## config.mk

```make
export PLATFORM = sky130hd
export DESIGN_NAME = microcode_sequencer
export DESIGN_NICKNAME = d
export VERILOG_FILES = /design/src/rtl/ucode_pkg.sv /design/src/rtl/ucode_call_stack.sv /design/src/rtl/microcode_sequencer.sv
export SDC_FILE = /design/constraint.sdc
export NUM_CORES = 1
export LEC_CHECK = 0
export BUFFER_PORTS_ARGS = -buffer_cell sky130_fd_sc_hd__buf_2
export CORE_MARGIN = 1.5
export CORE_UTILIZATION = 25
export DETAILED_ROUTE_END_ITERATION = 8
export SLEW_MARGIN = 20
export SYNTH_ARGS = -nofsm -noshare
export SYNTH_HDL_FRONTEND = slang
export SYNTH_SLANG_ARGS = --single-unit
```

## constraint.sdc

```tcl
create_clock -name clk -period 3.9 [get_ports clk]
set_clock_uncertainty 0.15 [all_clocks]
set_input_delay 0.585 -clock clk [delete_from_list [all_inputs] [get_ports clk]]
set_output_delay 0.585 -clock clk [all_outputs]
set_load 0.01 [all_outputs]
```

## src/rtl/ucode_pkg.sv

```systemverilog
// rtl/ucode_pkg.sv - microword layout, sequencing ops and sequencer states
package ucode_pkg;

   localparam int SEQ_MSB      = 31;
   localparam int SEQ_LSB      = 28;
   localparam int TGT_MSB      = 27;
   localparam int TGT_LSB      = 20;
   localparam int UCODE_CTRL_W = 20;

   typedef enum logic [3:0] {
      OP_NEXT     = 4'd0,
      OP_JUMP     = 4'd1,
      OP_BRC      = 4'd2,
      OP_CALL     = 4'd3,
      OP_RET      = 4'd4,
      OP_DISPATCH = 4'd5,
      OP_HALT     = 4'd6
   } seq_op_e;

   typedef enum logic [1:0] {
      ST_IDLE   = 2'd0,
      ST_RUN    = 2'd1,
      ST_HALTED = 2'd2,
      ST_FAULT  = 2'd3
   } state_e;

   // Assembler helper: packs one microword.
   function automatic logic [31:0] mk_uword(seq_op_e op, logic [7:0] tgt,
                                            logic [UCODE_CTRL_W-1:0] ctrl);
      return {op, tgt, ctrl};
   endfunction

endpackage

```

## src/rtl/ucode_call_stack.sv

```systemverilog
// rtl/ucode_call_stack.sv - LIFO of return addresses for CALL/RET
module ucode_call_stack
   import ucode_pkg::*;
#(
   parameter int ADDR_W      = 8,
   parameter int STACK_DEPTH = 4
) (
   input  logic              clk,
   input  logic              reset,
   input  logic              clear,
   input  logic              push,
   input  logic              pop,
   input  logic [ADDR_W-1:0] push_data,
   output logic [ADDR_W-1:0] top_data,
   output logic              full,
   output logic              empty
);

   localparam int PTR_W = $clog2(STACK_DEPTH);
   localparam logic [PTR_W:0] ONE     = (PTR_W+1)'(1);
   localparam logic [PTR_W:0] DEPTH_V = (PTR_W+1)'(STACK_DEPTH);

   logic [PTR_W:0]    sp;
   logic [PTR_W:0]    sp_dec;
   logic [ADDR_W-1:0] mem [STACK_DEPTH];

   assign full   = (sp == DEPTH_V);
   assign empty  = (sp == '0);
   assign sp_dec = sp - ONE;
   assign top_data = mem[sp_dec[PTR_W-1:0]];

   always_ff @(posedge clk) begin
      if (reset || clear) begin
         sp <= '0;
      end else if (push && !full) begin
         sp <= sp + ONE;
      end else if (pop && !empty) begin
         sp <= sp_dec;
      end
   end

   // Storage is intentionally not reset; only entries below sp are ever read.
   always_ff @(posedge clk) begin
      if (push && !full) begin
         mem[sp[PTR_W-1:0]] <= push_data;
      end
   end

endmodule

```

## src/rtl/microcode_sequencer.sv

```systemverilog
// rtl/microcode_sequencer.sv - micro-PC sequencer between microcode store and executor
module microcode_sequencer
   import ucode_pkg::*;
#(
   parameter int ADDR_W      = 8,
   parameter int STACK_DEPTH = 4,
   parameter int CTRL_W      = 20
) (
   input  logic              clk,
   input  logic              reset,
   input  logic              start,
   input  logic [ADDR_W-1:0] start_addr,
   output logic [ADDR_W-1:0] rom_addr,
   input  logic [31:0]       rom_data,
   output logic              uop_valid,
   output logic [CTRL_W-1:0] uop_ctrl,
   input  logic              uop_ready,
   input  logic              cond_flag,
   input  logic [ADDR_W-1:0] dispatch_addr,
   output logic [ADDR_W-1:0] upc,
   output logic              busy,
   output logic              halted,
   output logic              fault
);

   state_e            state, state_nx;
   logic [ADDR_W-1:0] upc_q, upc_nx, upc_inc;
   logic [ADDR_W-1:0] target, stk_top;
   seq_op_e           op;
   logic              stk_push, stk_pop, stk_clear, stk_full, stk_empty;

   assign op      = seq_op_e'(rom_data[SEQ_MSB:SEQ_LSB]);
   assign target  = rom_data[TGT_LSB +: ADDR_W];
   assign upc_inc = upc_q + ADDR_W'(1);

   assign rom_addr  = upc_q;
   assign upc       = upc_q;
   assign uop_valid = (state == ST_RUN);
   assign uop_ctrl  = uop_valid ? rom_data[CTRL_W-1:0] : '0;
   assign busy      = (state == ST_RUN);
   assign halted    = (state == ST_HALTED);
   assign fault     = (state == ST_FAULT);

   ucode_call_stack #(
      .ADDR_W      (ADDR_W),
      .STACK_DEPTH (STACK_DEPTH)
   ) u_stack (
      .clk       (clk),
      .reset     (reset),
      .clear     (stk_clear),
      .push      (stk_push),
      .pop       (stk_pop),
      .push_data (upc_inc),
      .top_data  (stk_top),
      .full      (stk_full),
      .empty     (stk_empty)
   );

   always_ff @(posedge clk) begin
      if (reset) begin
         state <= ST_IDLE;
         upc_q <= '0;
      end else begin
         state <= state_nx;
         upc_q <= upc_nx;
      end
   end

   always_comb begin
      state_nx  = state;
      upc_nx    = upc_q;
      stk_push  = 1'b0;
      stk_pop   = 1'b0;
      stk_clear = 1'b0;
      unique case (state)
         ST_IDLE, ST_HALTED: begin
            if (start) begin
               upc_nx    = start_addr;
               stk_clear = 1'b1;
               state_nx  = ST_RUN;
            end
         end
         ST_RUN: begin
            if (uop_ready) begin
               case (op)
                  OP_JUMP:     upc_nx = target;
                  OP_BRC:      upc_nx = cond_flag ? target : upc_inc;
                  OP_CALL: begin
                     // Overflow leaves uPC and sp untouched so the faulting word is visible.
                     if (stk_full) begin
                        state_nx = ST_FAULT;
                     end else begin
                        stk_push = 1'b1;
                        upc_nx   = target;
                     end
                  end
                  OP_RET: begin
                     if (stk_empty) begin
                        state_nx = ST_FAULT;
                     end else begin
                        stk_pop = 1'b1;
                        upc_nx  = stk_top;
                     end
                  end
                  OP_DISPATCH: upc_nx = dispatch_addr;
                  OP_HALT:     state_nx = ST_HALTED;
                  default:     upc_nx = upc_inc;
               endcase
            end
         end
         default: ;
      endcase
   end

endmodule
```

* After elaboration in Yosys (flattened, before gate mapping) *
Memory sizes are Yosys's and may differ from the RTL's.
Index checks and enable logic that the tools add are counted.
Widths: inputs -> output; s select.

operators by class
  $add $sub $neg = 3
  $mul = 0
  divide/modulo/power cells = 0
  order comparisons = 0
  equal/unequal tests = 18
  shift-type cells = 0
  mux-type cells = 28
  bitwise operators = 0
  reductions and logical operators = 12

operators with widths
  operator             count
  $pmux 8 s6           1
  $mux 8               5
  $mux 20              1
  $pmux 8 s2           1
  $eq 4x3->1 const B   3
  $mux 1               12
  $reduce_and 6->1     2
  $add 8x1->8 const B  1
  $eq 4x2->1 const B   2
  $mux 2               4
  $mux 3               2
  $ne 3x2->1 const B   2
  $ne 3x3->1 const B   2
  $pmux 2 s3           1
  $eq 2x2->1 const B   2
  $eq 4x1->1 const B   1
  $ne 2x2->1 const B   2
  $ne 4x1->1 const B   1
  $pmux 2 s2           1
  $reduce_bool 2->1    2
  $add 3x1->3 const B  1
  $eq 3x3->1 const B   1
  $logic_not 3->1      1
  $sub 3x1->3 const B  1
  other kinds (7)      9

storage, ports and cells
  register bits after elaboration = 13
  bits in latches = 0
  RAM bits = 32
  bits in read-only memories = 0
  input port bits = 53
  output and inout bits = 40
  logic and storage cells = 65
  memories kept = 1

memories
  name         depth  bits a word  read ports  clocked after Yosys merged registers in  wr ports  line                    source
  u_stack.mem  4      8            1           0                                        1         ucode_call_stack.sv:25  logic [ADDR_W-1:0] mem [STACK_DEPTH];

* Logic depth before layout (Yosys ltp) *
  depth in word-level cells = 8
  gate-level depth with buffers = 8
  mapped depth without buffers = 7

* Hierarchy *
From an unflattened synthesis, not the netlist that was laid out.

second synthesis, totals
  cells, all modules = 219
  area total of the unflattened synthesis = 2,566.2 um2

by module, submodules not included
  module               instances  cells each  area an instance (um2)
  ucode_call_stack     1          76          1,456.4
  microcode_sequencer  1          143         1,109.8

* Worst setup path before layout *
Ideal clock, no wire load.

  kind = register -> register
  start point = register u_stack.sp[0]
  end point = register upc_q[2] (netlist: rom_addr[2])
  arrival time = 2,236 ps
  path slack = 1,385 ps
  cell stages (with the launch flop) = 9
  path buffers = 2
  period minus slack after synthesis = 2,515 ps
  cell sequence = dfxtp_1 buf_2 inv_1 ha_1 clkbuf_1 mux4_2 a221o_1 a221oi_1 o41ai_1

on the way
  word-level cells in the longest chain between the ends = 6
  elaborated cells on any way between the ends = 11
  classes of those cells = add/sub (1); eq/ne (3); mux (4); reduce/logical (2); memory (1)

ends and longest elaborated chain
  item                      line                       source
  start: declaration        ucode_call_stack.sv:23     logic [PTR_W:0] sp;
  start signal: assignment  ucode_call_stack.sv:36     sp <= sp + ONE;
  start signal: assignment  ucode_call_stack.sv:38     sp <= sp_dec;
  $sub 3x1->3               ucode_call_stack.sv:29     assign sp_dec = sp - ONE;
  $mem_v2 4x8               -
  $mux 8                    microcode_sequencer.sv:98  if (stk_empty) begin
  $pmux 8 s6                microcode_sequencer.sv:85  case (op)
  $mux 8                    microcode_sequencer.sv:84  if (uop_ready) begin
  $pmux 8 s2                microcode_sequencer.sv:75  unique case (state)
  end signal: assignment    microcode_sequencer.sv:65  upc_q <= upc_nx;
  end: declaration          microcode_sequencer.sv:27  logic [ADDR_W-1:0] upc_q, upc_nx, upc_inc;

Parallel ways exist; a longest one is shown, timed or not. The select of a mux whose other input is x is not followed.
A chain may end at the register's enable or synchronous reset.

* Final worst setup path *
  start point = register state[0]
  end point = output port uop_ctrl[7]

on the way
  word-level cells in the longest chain between the ends = 2

ends and longest elaborated chain
  item                      line                       source
  start: declaration        microcode_sequencer.sv:26  state_e state, state_nx;
  start signal: assignment  microcode_sequencer.sv:64  state <= state_nx;
  $eq 2x1->1                microcode_sequencer.sv:38  assign uop_valid = (state == ST_RUN);
  $mux 20                   microcode_sequencer.sv:39  assign uop_ctrl = uop_valid ? rom_data[CTRL_W-1:0] : '0;
  end: declaration          microcode_sequencer.sv:16  output logic [CTRL_W-1:0] uop_ctrl,

No other way between the ends.

==> run summary <==
The simple-gate share of the synthesized area is 0.184, and the area of the die is 10900 sq um. Gates resized during post-CTS repair numbered 0. At the worst endpoint, the required time is 3.16 ns. Setup repair after global routing left no endpoint under its margin.

The tools report the relative slew slack as 0.527. The worst setup path is captured at an output pin. The run gives 0.31 ns as the latest clock arrival within the worst-skew pair. The level count of the clock H-tree is 2, and the layout net count is 357.

Among all cell types in the netlist, the one instantiated most often is sky130_fd_sc_hd__edfxtp_1. The max-slew violation count is 0, and the fraction of synthesized cell area taken by the top area cell type is 0.375. The number of nets in the synthesized netlist came out at 278.

Setup TNS after final layout: 0 ns. Counting I/O delays and the setup requirement, the final critical path takes 2.56 ns. The post-synthesis compound-gate area fraction works out to 0.142. By area, the combinational part of the netlist is dominated by simple AND/OR/NAND/NOR gates. Based on the critical path, the design can be clocked at up to 391 MHz. At the placement stage, the worst setup path has a slack of 1.38 ns. The async set-or-reset flop fraction in the synthesized netlist works out to 0. By count the netlist is led by 32 x sky130_fd_sc_hd__edfxtp_1, 26 x sky130_fd_sc_hd__and2_1, 13 x sky130_fd_sc_hd__dfxtp_1. After clock tree synthesis, the flow added hold-fix buffers numbering 0. The wire-length estimate of the detail-placed layout is 5.02 mm. The routed length per instance is 15.6 microns. Fraction of the cycle the final worst path needs: 0.656. Entering global routing, the biggest net connects 32 pins. Max-cap violations in this run came to 0. The first-pass GRT wire length is 10.8 mm, and the routed wire length is 6.72 mm. In this run the static leakage power is 1.28 nW. The clock transition at the registers of the reported paths came out at 0.08 ns. The share of cells above drive strength 1 is 0.391. The run finished with clean final reports. In the routed design, unresolved DRC markers number 0. The power density normalized to cell area is 342 nW/um^2.

Initial antenna violation count: 0. The root buffer cell chosen for the clock tree is sky130_fd_sc_hd__clkbuf_8. The number of DRC violations after detailed-routing iteration 0 is 67, and the via count normalized by instance count is 4.68. The type of the most critical hold path is reg2reg. The tools report the synthesized cell area as 2560 sq um. The synthesis-stage register bit count came out at 45. Library cell occupying the most area in the post-synthesis netlist: sky130_fd_sc_hd__edfxtp_1. The library cell contributing the largest single delay on the critical path was sky130_fd_sc_hd__dfxtp_1.

The sum of buffers and inverters on the critical path works out to 3. Distinct cell type count after synthesis: 45. The fraction of synthesized cell area in xor and xnor cells works out to 0.0273.

Along the worst path, the maximum fanout reaches 31. STA classifies the critical path startpoint as a flop. The repair_antennas step left the layout with diodes totalling 0.

The clock passes through at most 2 buffers. The logs give 0.477 for the sequential area share after synthesis and 219 for the number of standard cells after synthesis. Walking the worst path, the cells encountered are nand2b_1 -> inv_1 -> buf_4 -> and2_1 -> buf_2. Each instance of the synthesized netlist takes up on average 11.7 sq um. The run gives 0.155 mV as the worst vdd rail ir drop. The number of buffers inserted during clock tree synthesis was 5; the global placement routability congestion was 0.778.

The tree built by TritonCTS fans out to 45 sinks. The total via count after detailed routing was 2020. The floorplan step set the die height to 104 microns.

The number of global-route vias before repair was 2032; the largest incremental delay on the critical path was 0.43 ns. The post-detailed-placement cell area was 3070 sq um; the number of cell rows was 36. The run gives 0.124 as the overall track demand over capacity in global routing. The Yosys step of the flow raised 0 warnings.

Global routing finished with a remaining overflow of 0. The setup path with the least slack is of type reg2out. The cell family contributing the most delay on the critical path is buffers and inverters. The first detailed-routing pass took 4 iterations.

TritonCTS built the clock tree. The adder-cell share of the synthesized area works out to 0.0293. Setup violations remaining at the end of the flow were counted as 0.

The main flop type after synthesis was sky130_fd_sc_hd__edfxtp_1. Yosys attributes the largest share of cell area to sky130_fd_sc_hd__edfxtp_1 38%, sky130_fd_sc_hd__dfxtp_1 10%, sky130_fd_sc_hd__mux4_2 7.0%. For the total core area, the log shows 9860 sq um.

The number of cells on the critical path is 5, and the area growth from synthesis to final layout is 24.2%. The die is 104 microns wide. The initial core utilization was 0.260.

Data arrives at the worst endpoint at 1.82 ns. The number of setup buffers added after CTS is 0. The count of input and output buffers was 92; the slew at the pin closest to its max-slew limit was 0.709 ns. For flop-to-flop paths, the worst setup slack is 1.38 ns. The tools report the residual antenna-violating net count after detailed routing as 0.

The proportion of synthesized area in mux cells was 0.0781; the final worst setup slack was 1.34 ns. The top-level I/O count is 93, and the number of flops mapped to enable cells by yosys is 32. Final hold violation count: 0. Once layout is done, the placed cells without fillers occupy 3180 sq um. The number of cells on the worst reg-to-reg path is 7. Counting instances, the worst hold path has a depth of 2.
## report_power, final
group	total [W]	switching (W)	internal [W]
registers	0.000545	0.0000165	0.000528
clock network	0.000357	0.000165	0.000192
logic	0.000185	0.000105	0.0000806
total	0.00109	0.000286	0.000801
## layer usage
layer | routed length (microns) | track usage
met1 | 3060 | 0.163
met2 | 3240 | 0.208
met3 | 357 | 0.0263
met4 | 63 | 0.0327
met5 | 0 | 0
## through the flow
stage | cells | hold slack [ns] | util | total power [W]
final | 432 | 0.372 | 0.323 | 0.00109
after global routing | 432 | 0.409 | 0.323 | 0.00114
after CTS | 432 | 0.372 | 0.323 | 0.00109
after detailed placement | 424 | 0.357 | 0.311 | 0.000742
after global placement | 424 | 0.338 | 0.311 | 0.000739
after floorplan | 219 | 0.322 | - | 0.000671
## cell usage in the layout (no fill, tap or decap), types with 4 or more instances in the layout
cell                       count
sky130_fd_sc_hd__o21ai_0       4
sky130_fd_sc_hd__a221o_1       7
sky130_fd_sc_hd__edfxtp_1     32
sky130_fd_sc_hd__clkbuf_8      5
sky130_fd_sc_hd__buf_2        92
sky130_fd_sc_hd__xnor2_1       6
sky130_fd_sc_hd__o41ai_1       5
sky130_fd_sc_hd__ha_1          6
sky130_fd_sc_hd__and2_1       26
sky130_fd_sc_hd__mux4_2        8
sky130_fd_sc_hd__a21oi_1       9
sky130_fd_sc_hd__nor2b_1       5
sky130_fd_sc_hd__a221oi_1      6
sky130_fd_sc_hd__nand2b_1      4
sky130_fd_sc_hd__nand3_1       4
sky130_fd_sc_hd__nand3b_1      8
sky130_fd_sc_hd__nor2_1       12
sky130_fd_sc_hd__inv_1         8
sky130_fd_sc_hd__dfxtp_1      13
## worst paths after layout
path | startpoint | to
setup reg to reg | u_stack.sp[0]$_SDFFE_PP0P_ | rom_addr[2]$_SDFFE_PP0P_
hold reg to reg | state[1]$_SDFFE_PP0P_ | state[1]$_SDFFE_PP0P_
hold / removal | state[1]$_SDFFE_PP0P_ | state[1]$_SDFFE_PP0P_
setup / recovery | state[0]$_SDFFE_PP0P_ | uop_ctrl[7]
## sequential cells by signal (all words and copies together), names as in the netlist
register and cells:
rom_addr 8, u_stack.sp 3, state 2, u_stack.mem 32
## cell type report
type                            instances  area (sq um)
Tap cell                              133           166
Sequential cell                        45          1220
Multi-Input combinational cell        144          1180
Fill cell                            1009          6680
Clock inverter                          2          38.8
Clock buffer                            6          72.6
Inverter                                8          30.0
Timing Repair Buffer                   94           475
## cells by family (layout without fill, tap and decap cells)
family	count (synthesis)	after routing
and+or+nand+nor	76	76
AOI/OAI and AO/OA	44	44
xor gates and xnor gates	8	8
muxes	10	10
buffers and inverters	30	110
DFF	45	45
adders and majority gates	6	6
## worst reg2reg max path, delay by kind of cell, from the launching register on
kind / cells / cell delay [ns]
compound gates: 3 / 0.63
fa+ha+maj: 1 / 0.58
mux: 1 / 0.37
buf+inv: 2 / 0.36
flops: 1 / 0.31
No activity file was read; power rests on OpenSTA's default activity.
